`config.mk`:
```
export PLATFORM = sky130hd
export DESIGN_NAME = byte_shift_counter
export DESIGN_NICKNAME = d
export VERILOG_FILES = /design/src/rtl/byte_shift_counter.sv
export SDC_FILE = /design/constraint.sdc
export NUM_CORES = 1
export LEC_CHECK = 0
export CAP_MARGIN = 20
export CORE_MARGIN = 2
export CORE_UTILIZATION = 42
export DETAILED_ROUTE_END_ITERATION = 10
export GPL_ROUTABILITY_DRIVEN = 1
export PLACE_DENSITY = 0.75
export SYNTH_ARGS = -nofsm -noshare
export SYNTH_HDL_FRONTEND = slang
export SYNTH_SLANG_ARGS = --single-unit
```
`constraint.sdc`:
```
create_clock -name clk -period 1.1 [get_ports clk]
set_clock_uncertainty 0.1 [all_clocks]
set_input_delay 0.165 -clock clk [delete_from_list [all_inputs] [get_ports clk]]
set_output_delay 0.165 -clock clk [all_outputs]
set_load 0.01 [all_outputs]
```
`src/rtl/byte_shift_counter.sv`:
```
// Byte-wide shift register plus an independent free-running up counter,
// the front end of the parallel command receiver.
module byte_shift_counter #(
   parameter int DAT_WIDTH = 8,
   parameter int DEPTH     = 8,
   parameter int CNT_WIDTH = 4
) (
   input  logic                       clk,
   input  logic                       rst,
   input  logic [DAT_WIDTH-1:0]       data_in,
   input  logic                       shift_en,
   input  logic                       shift_clr,
   output logic [DEPTH*DAT_WIDTH-1:0] shifted,
   input  logic                       cnt_en,
   input  logic                       cnt_clr,
   output logic [CNT_WIDTH-1:0]       count,
   output logic                       cnt_max
);

   // Newest word enters at the LSB end; the oldest word falls off the MSB end.
   always_ff @(posedge clk or negedge rst) begin
      if (!rst) begin
         shifted <= '0;
      end else if (shift_clr) begin
         shifted <= '0;
      end else if (shift_en) begin
         shifted <= {shifted[(DEPTH-1)*DAT_WIDTH-1:0], data_in};
      end
   end

   always_ff @(posedge clk or negedge rst) begin
      if (!rst) begin
         count <= '0;
      end else if (cnt_clr) begin
         count <= '0;
      end else if (cnt_en) begin
         count <= count + 1'b1;
      end
   end

   assign cnt_max = (count == {CNT_WIDTH{1'b1}});

endmodule

```
======== After elaboration in Yosys (flattened, before gate mapping) ========
Cells that the tools add are included.
word-level totals
  word-level logic and storage cells ...... 10
  memories kept ........................... 0
  input port bits ......................... 14
  bits in read-only memories .............. 0
  output and inout bits ................... 69
  memory bits (writable) .................. 0
  register bits ........................... 68
  latch bits .............................. 0
cells by class
  bitwise operators ....................... 0
  div/mod/pow operators ................... 0
  multiplexer cells ....................... 4
  shift operators ......................... 0
  $lt $le $gt $ge ......................... 0
  $add $sub $neg .......................... 1
  reduce and logical (&&, ||, !) cells .... 2
  equal/unequal tests ..................... 1
  multipliers ............................. 0
operators with widths
  cell                                                           number
  64-bit two-way mux                                             2
  4-bit two-way mux                                              2
  4-bit by 1-bit adder with 4-bit output, second input constant  1
  4-bit equality test, second input constant                     1
  2-bit nonzero test                                             2

======== Longest topological paths before layout ========
Gate-level depths: netlist of the first run.
  word-level depth ........................ 3
  gate-level depth with buffers ........... 4
  gate-level depth less buffers ........... 3

======== Least setup slack after synthesis of the first run ========
Ideal clock, no wire load.
  kind .................................... register -> register
  start ................................... reg count[0]
  end ..................................... reg count[2]
  arrival ................................. 0.940 ns
  cell stages (with the launch flop) ...... 4
  path slack .............................. -0.017 ns
  setup time .............................. 0.077 ns
  clock period less this slack ............ 1.117 ns
  cell sequence ........................... dfrtp_1 -> ha_1 -> a21bo_2 -> a21oi_1
between the ends
  longest elaborated chain between the ends .. 3
RTL lines
  item                                    RTL line  source
  from (decl)                             16        output logic [CNT_WIDTH-1:0] count,
  from (signal assigned)                  37        count <= count + 1'b1;
  4-bit by 1-bit adder with 4-bit output  37
  4-bit two-way mux                       36        end else if (cnt_en) begin
  4-bit two-way mux                       34        end else if (cnt_clr) begin
No other way between the ends. The select of a mux whose other input is x is not followed.
A chain may end at the register's enable or synchronous reset.

======== Worst setup path after layout of the first run ========
  start ................................... reg count[0]
  end ..................................... out cnt_max
between the ends
  longest elaborated chain between the ends .. 1
RTL lines
  item                 RTL line  source
  4-bit equality test  41        assign cnt_max = (count == {CNT_WIDTH{1'b1}});
  to (decl)            17        output logic cnt_max
No other way between the ends.

==> flow_summary.yaml, run 1 <==
grt:
  antenna_found_initial: 0
  overflow: 0
  grt_pass1_vias: 2272
  grt_util_all_layers_pct: 19.0
  grt_max_degree: 69
  grt_pass1_wl_um: 10900
pwr:
  clockPowerShare_pct: 36.0
  p_comb_share_pct: 11.6
  power.leakage_uw: 0.00255
  seqPwrFrac_pct: 52.4
  p_int_uw: 3710
  max-vdd-ir-drop_mv: 0.823
  swShare_pct: 24.2
  p_per_area_mw_per_mm2: 1110
  switching_power_uw: 1190
layout:
  diodes: 0
  ff_latch_area_mm2: 0.00170
  multi_input_area_mm2: 0.00100
  stdcell_area_mm2: 0.00439
  drive_above_1_share_pct: 46.7
  nets: 417
  fill_cells: 497
  synthToLayoutAreaGrowth_pct: 56.2
  post-route-util_pct: 68.4
  final_cells: 484
detailed_routing:
  dr_total_vias: 2252
  top_layer_used: "met4"
  first_pass_iters: 11
  routed_wl_um: 6860
  drt_iter0_markers: 84
  dr_wl_met3_um: 434
  antenna_left: 0
  dr_wl_met2_um: 3400
  viasPerCell: 4.65
  wl_met1_um: 3010
  drcViolationCount: 8
  wl_per_cell_um: 14.2
timing:
  slew_headroom_pct: 75.8
  min_period_over_period_pct: 132
  rsz0062_at_grt: "true"
  finalHoldViolCount: 0
  fin_crit_ns: 1.45
  slew_violations: 0
  worst_hold_slack_ns: 0.0807
  setup_viol: 69
  layout_setup_ws_ns: -0.352
  timing.fmax_mhz: 689
  tightest_slew_ns: 0.364
clock_tree:
  clk_pin_slew_ns: 0.08
  cts_htree_levels: 3
  cts-root-buf: "clkbuf_8"
  cts_made_buffers: 9
  clock_sinks: 68
  cts_max_path_buffers: 2
  cts_tree: "built"
  clk_latency_ns: 0.33
logic_synthesis:
  syn-cell-area_mm2: 0.00281
  synth_cells: 223
  yosysWarnings: 0
  avgSynthCellArea_um2: 12.6
  syn_nets: 238
  synthDistinctLibCells: 16
  ys_ff_latch: 68
  ys_seq_area_share_pct: 60.5
floorplan:
  fp.dieArea_mm2: 0.00737
  die-width_um: 85.8
  initial_core_util_pct: 43.8
  core_area_mm2: 0.00642
  rows: 29
  die_h_um: 85.8
  io_pins: 83
critical_path:
  max_stage_delay_ns: 0.40
  crit_type: "reg -> out"
  startpoint_type: "flop"
  cp_cell_sequence: "ha_2 -> and3_4 -> buf_6"
  cp.arrival_ns: 1.19
  crit_slowest_cell: "dfrtp_1"
  required_ns: 0.83
  crit_fanout: 2
  crit_buf_inv: 1
  crit_family: "flip-flops"
  endpoint_kind: "primary output"
  reg2reg_slack_ns: -0.24
hold_path:
  holdCritPathClass: "in -> reg"
placement:
  place_hpwl_um: 4420
  dp.cells: 438
  place_area_mm2: 0.00416
  io_buffers: 82
  dp_slack_ns: -0.360
  place.gp.congestion: 0.781
job:
  cap_violations: 0
outcome:
  violations: "DRC, setup timing"
  status: "finished with violations"
-- timing repair --
item                                    CTS  global route
gates cloned                              0             1
gates resized for setup                 296            12
hold buffers                              2             0
endpoints found under the setup margin   71           120
setup buffers                            16            15
pin swaps                                 4             5
endpoints found under the hold margin    72             0
-- per-layer routing --
| metal | up-vias | global-route usage, % |
|---|---|---|
| li1 | 1112 | - |
| met1 | 1080 | 25.3 |
| met2 | 58 | 30.4 |
| met3 | 2 | 4.23 |
| met4 | 0 | 7.36 |
| met5 | - | 0 |
-- worst paths after layout --
path                                   from          end  depth (start not counted)
min in group asynchronous               rst  shifted[52]                          3
worst min register to register  shifted[60]  shifted[60]                          2
max in group asynchronous               rst   shifted[9]                          3
worst max register to register     count[0]     count[2]                          5
worst max-delay path               count[0]      cnt_max                          3
worst min-delay path               shift_en  shifted[59]                          3
-- tightest hold or removal path: cells and delay by family --
| kind | cells | cell delay (ns) |
|---|---|---|
| buffers and inverters | 1 | 0.14 |
| and+or+nand+nor | 1 | 0.09 |
| muxes | 1 | 0.08 |
-- cell usage in the layout, fill, tap and decap left out, drive strengths merged --
cell type | netlist | layout
clkbuf | 1 | 14
and3 | 1 | 1
xnor2 | 1 | 1
dfrtp | 68 | 68
nand4 | 1 | 1
clkinv | 0 | 2
buf | 13 | 168
a21bo | 1 | 1
nor2b | 1 | 1
a21oi | 1 | 1
clkdlybuf4s50 | 0 | 10
dlygate4sd3 | 0 | 2
mux2 | 1 | 1
ha | 1 | 1
nand3b | 1 | 1
mux2i | 65 | 65
nor2 | 67 | 67
clkinvlp | 0 | 2
-- cells by family after synthesis --
| logic type | share of synthesized area, % |
|---|---|
| AND/OR/NAND/NOR | 9.88 |
| flip-flops | 60.5 |
| multiplexers | 23.5 |
| buffers and inverters | 4.80 |
| AO/OA/AOI/OAI | 0.534 |
| XOR/XNOR | 0.311 |
| adder cells (fa/ha/maj) | 0.445 |
-- area by class of cell --
cell class | instances | share of cell area [%]
multi-input combinational | 141 | 22.9
tap | 77 | 2.19
clock inverter | 4 | 0.570
timing repair buffer | 182 | 32.3
clock buffer | 12 | 3.30
sequential | 68 | 38.7
-- sequential cells by signal (all words and copies together) (netlist names) --
signal,flops
shifted,64
count,4
-- power groups by stage --
stage / clock network (µW) / registers [µW] / logic, µW
2_1_floorplan: 0 / 2640 / 220
3_3_place_gp: 0 / 2610 / 523
3_5_place_dp: 0 / 2610 / 530
4_1_cts: 1830 / 2570 / 526
5_1_grt: 1950 / 2570 / 618
6_report: 1760 / 2570 / 567
-- synth_stat cells (all sizes together) --
cell type,count,area (µm²)
xnor2,1,8.76
mux2i,65,651
a21bo,1,10.0
nor2,67,251
a21oi,1,5.00
nor2b,1,6.26
mux2,1,11.3
nand4,1,6.26
clkbuf,1,3.75
dfrtp,68,1700
nand3b,1,7.51
buf,13,131
ha,1,12.5
and3,1,6.26
-- metrics by stage --
stage	TNS (ns)	power [µW]
3_3_place_gp	-3.42	3130
5_1_grt	-5.37	5140
6_report	-2.31	4900
4_1_cts	-3.53	4920
2_1_floorplan	0	2860
3_5_place_dp	-3.96	3140
Note: power is estimated with default switching activity, not from simulation.
==> inputs of run 2 (changes only) <==
--- a/config.mk
+++ b/config.mk
@@ -8,8 +8,10 @@
 export CAP_MARGIN = 20
 export CORE_MARGIN = 2
 export CORE_UTILIZATION = 42
+export CTS_CLUSTER_SIZE = 20
 export DETAILED_ROUTE_END_ITERATION = 10
 export GPL_ROUTABILITY_DRIVEN = 1
+export GPL_TIMING_DRIVEN = 0
 export PLACE_DENSITY = 0.75
 export SYNTH_ARGS = -nofsm -noshare
 export SYNTH_HDL_FRONTEND = slang
==> flow_summary.yaml, run 2 (synthesis gave the netlist of run 1 again) <==
layout:
  reg.largest.list: "shifted x64, count x4"
  largest_register_ffs: 64
  nets: 404
  diodes: 0
  layout_commonest_cell: "buf_4"
  ff_latch_area_mm2: 0.00170
  drive_above_1_share_pct: 45.7
  fill_cells: 518
  final_cell_mix: "buf_4 (74), dfrtp_1 (68), nor2_1 (67)"
  multi_input_area_mm2: 0.00100
  largest_register: "shifted"
  stdcell_area_mm2: 0.00426
  synthToLayoutAreaGrowth_pct: 51.6
critical_path:
  endpoint_kind: "primary output"
  worstReg2RegEnd: "count[2]"
  r2r_cells: 4
  reg2reg_from: "count[0]"
  reg2reg_slack_ns: -0.11
  cp.arrival_ns: 1.18
  required_ns: 0.83
  crit_end: "cnt_max"
  critPathLaunch: "count[0]"
  startpoint_type: "flop"
  crit_type: "reg -> out"
  crit_fanout: 2
timing:
  layout_setup_ws_ns: -0.341
  worst_hold_slack_ns: -0.176
  setup_viol: 71
  tightest_slew_ns: 0.839
  fin_crit_ns: 1.44
  finalHoldViolCount: 68
  timing.fmax_mhz: 694
  slew_headroom_pct: 44.0
  slew_violations: 0
  rsz0062_at_grt: "true"
  min_period_over_period_pct: 131
floorplan:
  rows: 29
  fp.dieArea_mm2: 0.00737
  die_h_um: 85.8
  initial_core_util_pct: 43.8
  die-width_um: 85.8
  core_area_mm2: 0.00642
  io_pins: 83
placement:
  dp_slack_ns: -0.431
  io_buffers: 80
  place_area_mm2: 0.00371
  place.gp.congestion: 0.731
  place_hpwl_um: 4180
hold_path:
  holdCritPathClass: "in -> async"
clock_tree:
  clk_pin_slew_ns: 0.07
  cts_tree: "built"
  cts-root-buf: "clkbuf_8"
  clk_latency_ns: 0.34
  cts_made_buffers: 9
  clock_sinks: 68
  cts_htree_levels: 3
  cts_max_path_buffers: 2
detailed_routing:
  antenna_left: 0
  wl_per_cell_um: 15.1
  dr_total_vias: 2224
  routed_wl_um: 7090
  drcViolationCount: 8
  drt_iter0_markers: 95
  viasPerCell: 4.72
  first_pass_iters: 8
grt:
  grt_pass1_wl_um: 11400
  grt_util_all_layers_pct: 20.3
  grt_max_degree: 69
  grt_pass1_vias: 2295
  antenna_found_initial: 0
  overflow: 0
pwr:
  max-vdd-ir-drop_mv: 1.02
  seqPwrFrac_pct: 46.4
  p_comb_share_pct: 9.2
  swShare_pct: 22.2
  clockPowerShare_pct: 44.4
  p_int_uw: 4300
  p_per_area_mw_per_mm2: 1300
  switching_power_uw: 1230
  power.leakage_uw: 0.00248
job:
  cap_violations: 0
outcome:
  status: "finished with violations"
  violations: "DRC, hold timing, setup timing"
-- run 2: how the worst min path moves through the flow --
stage | from | to | cells past startpoint
after floorplan | rst | count[0] | 0
after global placement | shifted[63] | shifted[63] | 2
after detailed placement | rst | shifted[63] | 1
after CTS | rst | shifted[60] | 1
after global routing | rst | shifted[63] | 1
final | rst | shifted[63] | 1
-- run 2: worst max-delay path, cell delays in order, from the launching register on --
cell and delay (ns):
dfrtp_1 0.39, ha_2 0.19, and3_4 0.14, buf_6 0.11
-- run 2: cell type report --
| cell class | count | area share (%) |
|---|---|---|
| Buffer | 14 | 3.17 |
| Multi-Input combinational cell | 141 | 23.6 |
| Clock buffer | 10 | 2.99 |
| Tap cell | 77 | 2.26 |
| Timing Repair Buffer | 155 | 25.5 |
| Sequential cell | 68 | 39.9 |
| Clock inverter | 6 | 2.61 |
-- run 2: what timing repair did --
action | CTS | global route
hold endpoints to repair | 68 | 68
pin swaps | 2 | 4
setup endpoints to repair | 71 | 72
setup buffers | 57 | 20
resized for setup | 284 | 10
-- run 2: layer usage --
metal,routed length (µm),GRT usage (%)
met1,3210,27.3
met2,3420,32.4
met3,317,3.75
met4,144,9.09
met5,0,0
-- run 2: stage by stage --
step | utilization [%] | TNS [ns] | total power (µW) | hold WS (ns) | std cells
after global placement | 57.8 | -175.01 | 3080 | 0.403 | 380
after CTS | 63.5 | -4.32 | 5580 | -0.144 | 453
final | 66.4 | -2.99 | 5530 | -0.176 | 471
after detailed placement | 57.8 | -5.99 | 3080 | 0.229 | 380
after global routing | 66.4 | -5.68 | 5750 | -0.106 | 471
after floorplan | - | 0 | 2860 | -0.231 | 223
-- run 2: power groups by stage --
stage / Sequential (µW) / Clock [µW] / Combinational (µW)
final: 2570 / 2450 / 510
after global routing: 2570 / 2630 / 558
after CTS: 2570 / 2520 / 493
after detailed placement: 2630 / 0 / 453
after global placement: 2630 / 0 / 449
after floorplan: 2640 / 0 / 220
==> inputs of run 3 (changes only) <==
==> constraint.sdc (replaced) <==
create_clock -name clk -period 1.2 [get_ports clk]
set_clock_uncertainty 0.1 [all_clocks]
set_input_delay 0.18 -clock clk [delete_from_list [all_inputs] [get_ports clk]]
set_output_delay 0.18 -clock clk [all_outputs]
set_load 0.01 [all_outputs]
==> flow_summary.yaml, run 3 (synthesis gave the netlist of run 1 again) <==
layout:
  largest_register: "shifted"
  synthToLayoutAreaGrowth_pct: 45.8
  reg.largest.list: "shifted x64, count x4"
  drive_above_1_share_pct: 43.3
  diodes: 0
  layout_commonest_cell: "buf_2"
  fill_cells: 531
  post-route-util_pct: 63.8
  nets: 391
  largest_register_ffs: 64
  final_cell_mix: "buf_2 (72), dfrtp_1 (68), nor2_1 (67)"
detailed_routing:
  routed_wl_um: 6880
  wl_per_cell_um: 15.0
  first_pass_iters: 10
  dr_total_vias: 2166
  drcViolationCount: 8
  antenna_left: 0
  drt_iter0_markers: 118
  viasPerCell: 4.73
pwr:
  power.leakage_uw: 0.00239
  p_per_area_mw_per_mm2: 1200
  max-vdd-ir-drop_mv: 1.04
grt:
  grt_util_all_layers_pct: 19.8
  overflow: 0
  grt.met3_usage_pct: 5.00
  grt_pass1_vias: 2247
  antenna_found_initial: 0
  met2_usage_pct: 31.4
  grt_max_degree: 69
  grt-busiest-layer: "met2"
  grtUsageMet1_pct: 27.1
  grt_pass1_wl_um: 11000
floorplan:
  core_area_mm2: 0.00642
  io_pins: 83
  initial_core_util_pct: 43.8
  fp.dieArea_mm2: 0.00737
  die_h_um: 85.8
  rows: 29
  die-width_um: 85.8
timing:
  tightest_slew_ns: 0.616
  finalHoldViolCount: 0
  slew_violations: 0
  fin_tns_setup_ns: -0.454
  rsz0062_at_grt: "true"
  setup_viol: 4
  fin_crit_ns: 1.46
  timing.fmax_mhz: 687
  min_period_over_period_pct: 121
  layout_setup_ws_ns: -0.256
  slew_headroom_pct: 58.9
critical_path:
  required_ns: 0.92
  crit_fanout: 2
  endpoint_kind: "primary output"
  crit_type: "reg -> out"
  startpoint_type: "flop"
  cp.arrival_ns: 1.18
clock_tree:
  clk_pin_slew_ns: 0.07
  cts_htree_levels: 3
  clk_latency_ns: 0.34
  cts_max_path_buffers: 2
  clock_sinks: 68
  cts_made_buffers: 9
  cts-root-buf: "clkbuf_8"
  cts_tree: "built"
placement:
  place_hpwl_um: 4170
  io_buffers: 80
  place.gp.congestion: 0.736
  dp_slack_ns: -0.376
job:
  cap_violations: 0
outcome:
  violations: "DRC, setup timing"
  status: "finished with violations"
hold_path:
  holdCritPathClass: "in -> reg"
-- run 3: cell count changes in the layout (fill, tap and decap cells not counted), moves of 2 or more --
cell	before	now
buf_4	74	59
buf_2	65	72
buf_6	13	7
clkinvlp_4	1	3
mux2i_1	63	65
mux2i_2	2	0
-- run 3: routing by layer --
metal  up-vias  share of wire [%]
met4         0               0.83
met1      1041                 46
met5         -                  0
met2        62                 48
met3         5                5.8
li1       1058                  -
-- run 3: cell type report --
type / count / area (µm²) / area share, %
flip-flops and latches: 68 / 1700 / 41.5
multi-input cells: 141 / 991 / 24.2
repair buffers: 142 / 951 / 23.2
clock buffers: 10 / 138 / 3.36
plain buffers: 14 / 135 / 3.30
well taps: 77 / 96.3 / 2.35
clock inverters: 6 / 87.6 / 2.14
-- run 3: worst max-delay path: stages (launching register included) --
cell	delay, ns
dfrtp_1	0.39
ha_2	0.20
and3_4	0.15
buf_6	0.11
-- run 3: power breakdown --
group | internal [µW] | total [µW] | switching [µW]
Sequential | 2330 | 2350 | 23.4
Clock | 1220 | 2090 | 867
Combinational | 228 | 466 | 238
-- run 3: worst paths after layout --
| path | from | end | slack (ns) | cells past startpoint |
|---|---|---|---|---|
| setup / recovery | count[0] | cnt_max | -0.26 | 3 |
| hold / removal | shift_en | shifted[54] | 0.13 | 3 |
| setup reg to reg | count[0] | count[2] | -0.10 | 5 |
| hold reg to reg | shifted[61] | shifted[61] | 0.42 | 2 |
| max in group asynchronous | rst | shifted[21] | 0.25 | 2 |
| min in group asynchronous | rst | shifted[62] | 0.32 | 2 |
-- run 3: timing repair --
item | 4_1_cts | 5_1_grt
setup buffers | 58 | 4
resized for setup | 278 | 8
endpoints found under the setup margin | 69 | 84
hold buffers | 1 | 0
pin swaps | 1 | 2
hold endpoints to repair | 68 | 0
-- run 3: through the flow --
step | instances | cell area, µm² | hold WS, ns | total power (µW)
after floorplan | 223 | 2810 | -0.216 | 2620
after CTS | 455 | 4040 | 0.114 | 4950
after global routing | 458 | 4100 | 0.136 | 5130
after global placement | 380 | 3710 | 0.403 | 2820
final | 458 | 4100 | 0.128 | 4910
after detailed placement | 380 | 3710 | 0.235 | 2830
==> variant 1, RTL diff (config.mk and constraints of run 1) <==
Register the output `shifted` once more, with the module's reset; this adds one clock of latency there. The other outputs are not delayed to match.
--- a/src/rtl/byte_shift_counter.sv
+++ b/src/rtl/byte_shift_counter.sv
@@ -19,2 +19,4 @@
 
+   logic [DEPTH*DAT_WIDTH-1:0] shifted_s0;
+
    // Newest word enters at the LSB end; the oldest word falls off the MSB end.
@@ -22,7 +24,7 @@
       if (!rst) begin
-         shifted <= '0;
+         shifted_s0 <= '0;
       end else if (shift_clr) begin
-         shifted <= '0;
+         shifted_s0 <= '0;
       end else if (shift_en) begin
-         shifted <= {shifted[(DEPTH-1)*DAT_WIDTH-1:0], data_in};
+         shifted_s0 <= {shifted_s0[(DEPTH-1)*DAT_WIDTH-1:0], data_in};
       end
@@ -42,2 +44,10 @@
 
+   always_ff @(posedge clk or negedge rst) begin
+      if (!rst) begin
+         shifted <= '0;
+      end else begin
+         shifted <= shifted_s0;
+      end
+   end
+
 endmodule
Check against the original RTL: not equivalent (a bounded check fails within 4 cycles, from zero or initial values and one cycle with rst low).
==> variant 1 against run 1 <==
The run ends with setup timing left. Sequential cell count rose by 64. Wire length up 17%. Cell area grew 35%. Sequential power increased by 94%. Total power rose by 130%. Area after synthesis grew 57%. Synthesized cell count grew 29%. Core utilization down 11 points. Setup slack got worse by 0.14 ns. Critical endpoint unchanged. Largest cell class unchanged. Largest power group is now clock.
==> variant 1: results <==
set metrics [dict create \
    p_per_area_nw_per_um2 1861 \
    clock_buffer_count 19 \
    num_vias 2490 \
    grt_max_degree 34 \
    violations "setup timing" \
    synthAdderAreaFrac 0.002834 \
    preCtsSetupSlack_ns -0.3774 \
    syn_nets 302 \
    holdWs_ns 0.02910 \
    worst-slew-pin-transition_ns 0.3485 \
    hold_class "in -> async" \
    synth-compound-area-share 0.003401 \
    setup_viol 71 \
    area_delta_synth_final_pct 34.41 \
    p_int_mw 8.703 \
    grt_pass1_wl_um 13130 \
    wl_met2_um 3879 \
    power.total_mw 11.04 \
    nets 415 \
    rrSetupSlack_ns -0.17 \
    met3_length_um 412 \
    largestRegisters "shifted: 64 flops, shifted_s0: 64 flops, count: 4 flops" \
    final.setup.worst_slack_ns -0.4903 \
    routabilityCongestion 0.7479 \
    via_per_inst 4.536 \
    grt_pass1_vias 2553 \
    multi_input_area_share 0.1670 \
    seq_share 0.5567 \
    drive_above_1_share 0.3196 \
    dp.cells 509 \
    path_clk_slew_ns 0.06 \
    buffers 108 \
    synth_area_leaders "dfrtp_1 75%, mux2i_1 15%, nor2_1 5.7%" \
    status "finished with violations" \
]
==> variant 1: cell count changes in the layout (fill, tap and decap cells not counted), moves of 3 or more <==
| cell | before | now |
|---|---|---|
| buf_2 | 52 | 58 |
| dfrtp_1 | 68 | 132 |
| clkbuf_16 | 1 | 16 |
| buf_6 | 23 | 19 |
| buf_12 | 4 | 9 |
| bufinv_16 | 0 | 3 |
| clkbuf_8 | 10 | 2 |
| buf_4 | 89 | 10 |
==> variant 1: critical path: cells and delay by family (launching register included) <==
family / cells / cell delay (ns)
fa+ha+maj: 1 / 0.18
buf+inv: 1 / 0.11
flops: 1 / 0.39
simple gates: 1 / 0.15
==> variant 1: cell families after synthesis <==
group,Yosys count
buf+inv,14
simple gates,71
compound gates,2
mux,66
fa+ha+maj,1
xor+xnor,1
flops,132
==> variant 2, RTL diff (flow settings as in run 1) <==
Made on the original files. The parameter `DEPTH` goes from 8 to 16.
--- a/src/rtl/byte_shift_counter.sv
+++ b/src/rtl/byte_shift_counter.sv
@@ -4,3 +4,3 @@
    parameter int DAT_WIDTH = 8,
-   parameter int DEPTH     = 8,
+   parameter int DEPTH     = 16,
    parameter int CNT_WIDTH = 4
Interface: changed (resized shifted); port bits go from 83 to 147. No check against the original RTL was run, so the function may have changed too.
==> variant 2 against run 1 <==
The flow finishes with violations (setup timing). Setup slack lost 0.065 ns. Area after synthesis grew 95%. Wire length grew 130%. Maximum frequency shrank 4.3%. Critical path type unchanged. Cell area grew 98%. Synthesized cell count grew 92%. Highest routed layer unchanged. Sequential cell count grew 64. Total power grew 120%.
==> variant 2: results <==
set metrics [dict create \
    drt_iter0_drc 202 \
    syn_nets 444 \
    dp.cells 863 \
    clk_latency_ns 0.41 \
    max_stage_delay_ns 0.39 \
    htree_levels 4 \
    nets 783 \
    grt_max_degree 62 \
    final.setup.worst_slack_ns -0.4171 \
    via_per_inst 4.650 \
    setup_tns_ns -14.57 \
    netlist_top_cells_count "132 x dfrtp_1, 131 x nor2_1, 129 x mux2i_1" \
    wl_per_cell_um 16.25 \
    netlist_instances 429 \
    power.leakage_nw 5.003 \
    routabilityCongestion 0.8211 \
    yosysSeqAreaShare 0.6019 \
    wl_um 15460 \
    cts_root_buf "clkbuf_16" \
    dpl.hpwl_um 10070 \
    nFillCells 953 \
    port_buffers 146 \
    path_clk_slew_ns 0.06 \
    worstPathArrival_ns 1.25 \
    setup_viol 142 \
    synth_area_leaders "dfrtp_1 60%, mux2i_1 24%, nor2_1 9.0%" \
    violations "setup timing" \
    largestRegisters "shifted: 128 flops, count: 4 flops" \
    numCtsBuffers 17 \
    status "finished with violations" \
    drive_above_1_share 0.4763 \
    dr.pass1.iters 4 \
    grt_pass1_wl_um 24500 \
    grt_pass1_vias 4829 \
    grt_use_total 0.2227 \
    max-slew-margin-rel 0.8123 \
]
==> variant 2: cell families (layout without fill, tap and decap cells) <==
family,after synthesis,after routing,synth area share
muxes,130,130,0.2373
and+or+nand+nor,135,135,0.09439
adders and majority gates,1,1,0.002280
buffers and inverters,28,378,0.05973
xor gates and xnor gates,1,1,0.001596
AOI/OAI and AO/OA,2,2,0.002735
DFF,132,132,0.6019
==> variant 2: what timing repair did <==
action	4_1_cts	5_1_grt
pin swaps	2	23
setup buffers	52	24
hold buffers	1	0
gates resized for setup	574	43
hold endpoints to repair	132	0
setup endpoints to repair	135	159
==> variant 2: metal layers <==
metal | global-route usage | part of all wire
met2 | 0.3905 | 0.53
met4 | 0.06476 | 0.012
met1 | 0.2468 | 0.39
met5 | 0 | 0
met3 | 0.09218 | 0.071
==> variant 2: worst max-delay path, delay by kind of cell (launching register included) <==
| kind | cells | cell delay (ns) |
|---|---|---|
| buffers and inverters | 1 | 0.13 |
| flip-flops | 1 | 0.39 |
| adder cells (fa/ha/maj) | 1 | 0.19 |
| AND/OR/NAND/NOR | 1 | 0.13 |
==> variant 2: through the flow <==
step           instance area (sq um)  total power, mW  setup WS (ns)
6_report                        8711            10.74        -0.4171
5_1_grt                         8711            11.13        -0.4712
4_1_cts                         8469            10.76        -0.4200
3_5_place_dp                    8008            5.791        -0.3375
3_3_place_gp                    8008            5.771        -0.3378
2_1_floorplan                   5490            5.448       0.008042
==> variant 2: power by group <==
group / total (mW) / internal [mW] / leakage [nW] / switching [mW]
Sequential: 4.93 / 4.90 / 1.84 / 0.0279
Clock: 4.97 / 3.02 / 0.253 / 1.96
Combinational: 0.831 / 0.399 / 2.92 / 0.433
==> variant 2: path summary, 6_finish.rpt <==
check	from	endpoint	slack [ns]	depth (start not counted)
min in group asynchronous	rst	shifted[42]$_DFFE_PN0P_	0.05	2
max in group asynchronous	rst	shifted[21]$_DFFE_PN0P_	0.33	3
min	shift_en	shifted[114]$_DFFE_PN0P_	0.03	3
min reg2reg	shifted[127]$_DFFE_PN0P_	shifted[127]$_DFFE_PN0P_	0.42	2
max reg2reg	count[1]$_DFFE_PN0P_	count[2]$_DFFE_PN0P_	-0.37	6
max	count[1]$_DFFE_PN0P_	cnt_max	-0.42	3
==> variant 2: final cells by class <==
type | count | share of cell area
clock buffers | 25 | 0.05573
clock inverters | 5 | 0.003160
multi-input cells | 269 | 0.2179
flip-flops and latches | 132 | 0.3792
well taps | 172 | 0.02471
repair buffers | 348 | 0.3193
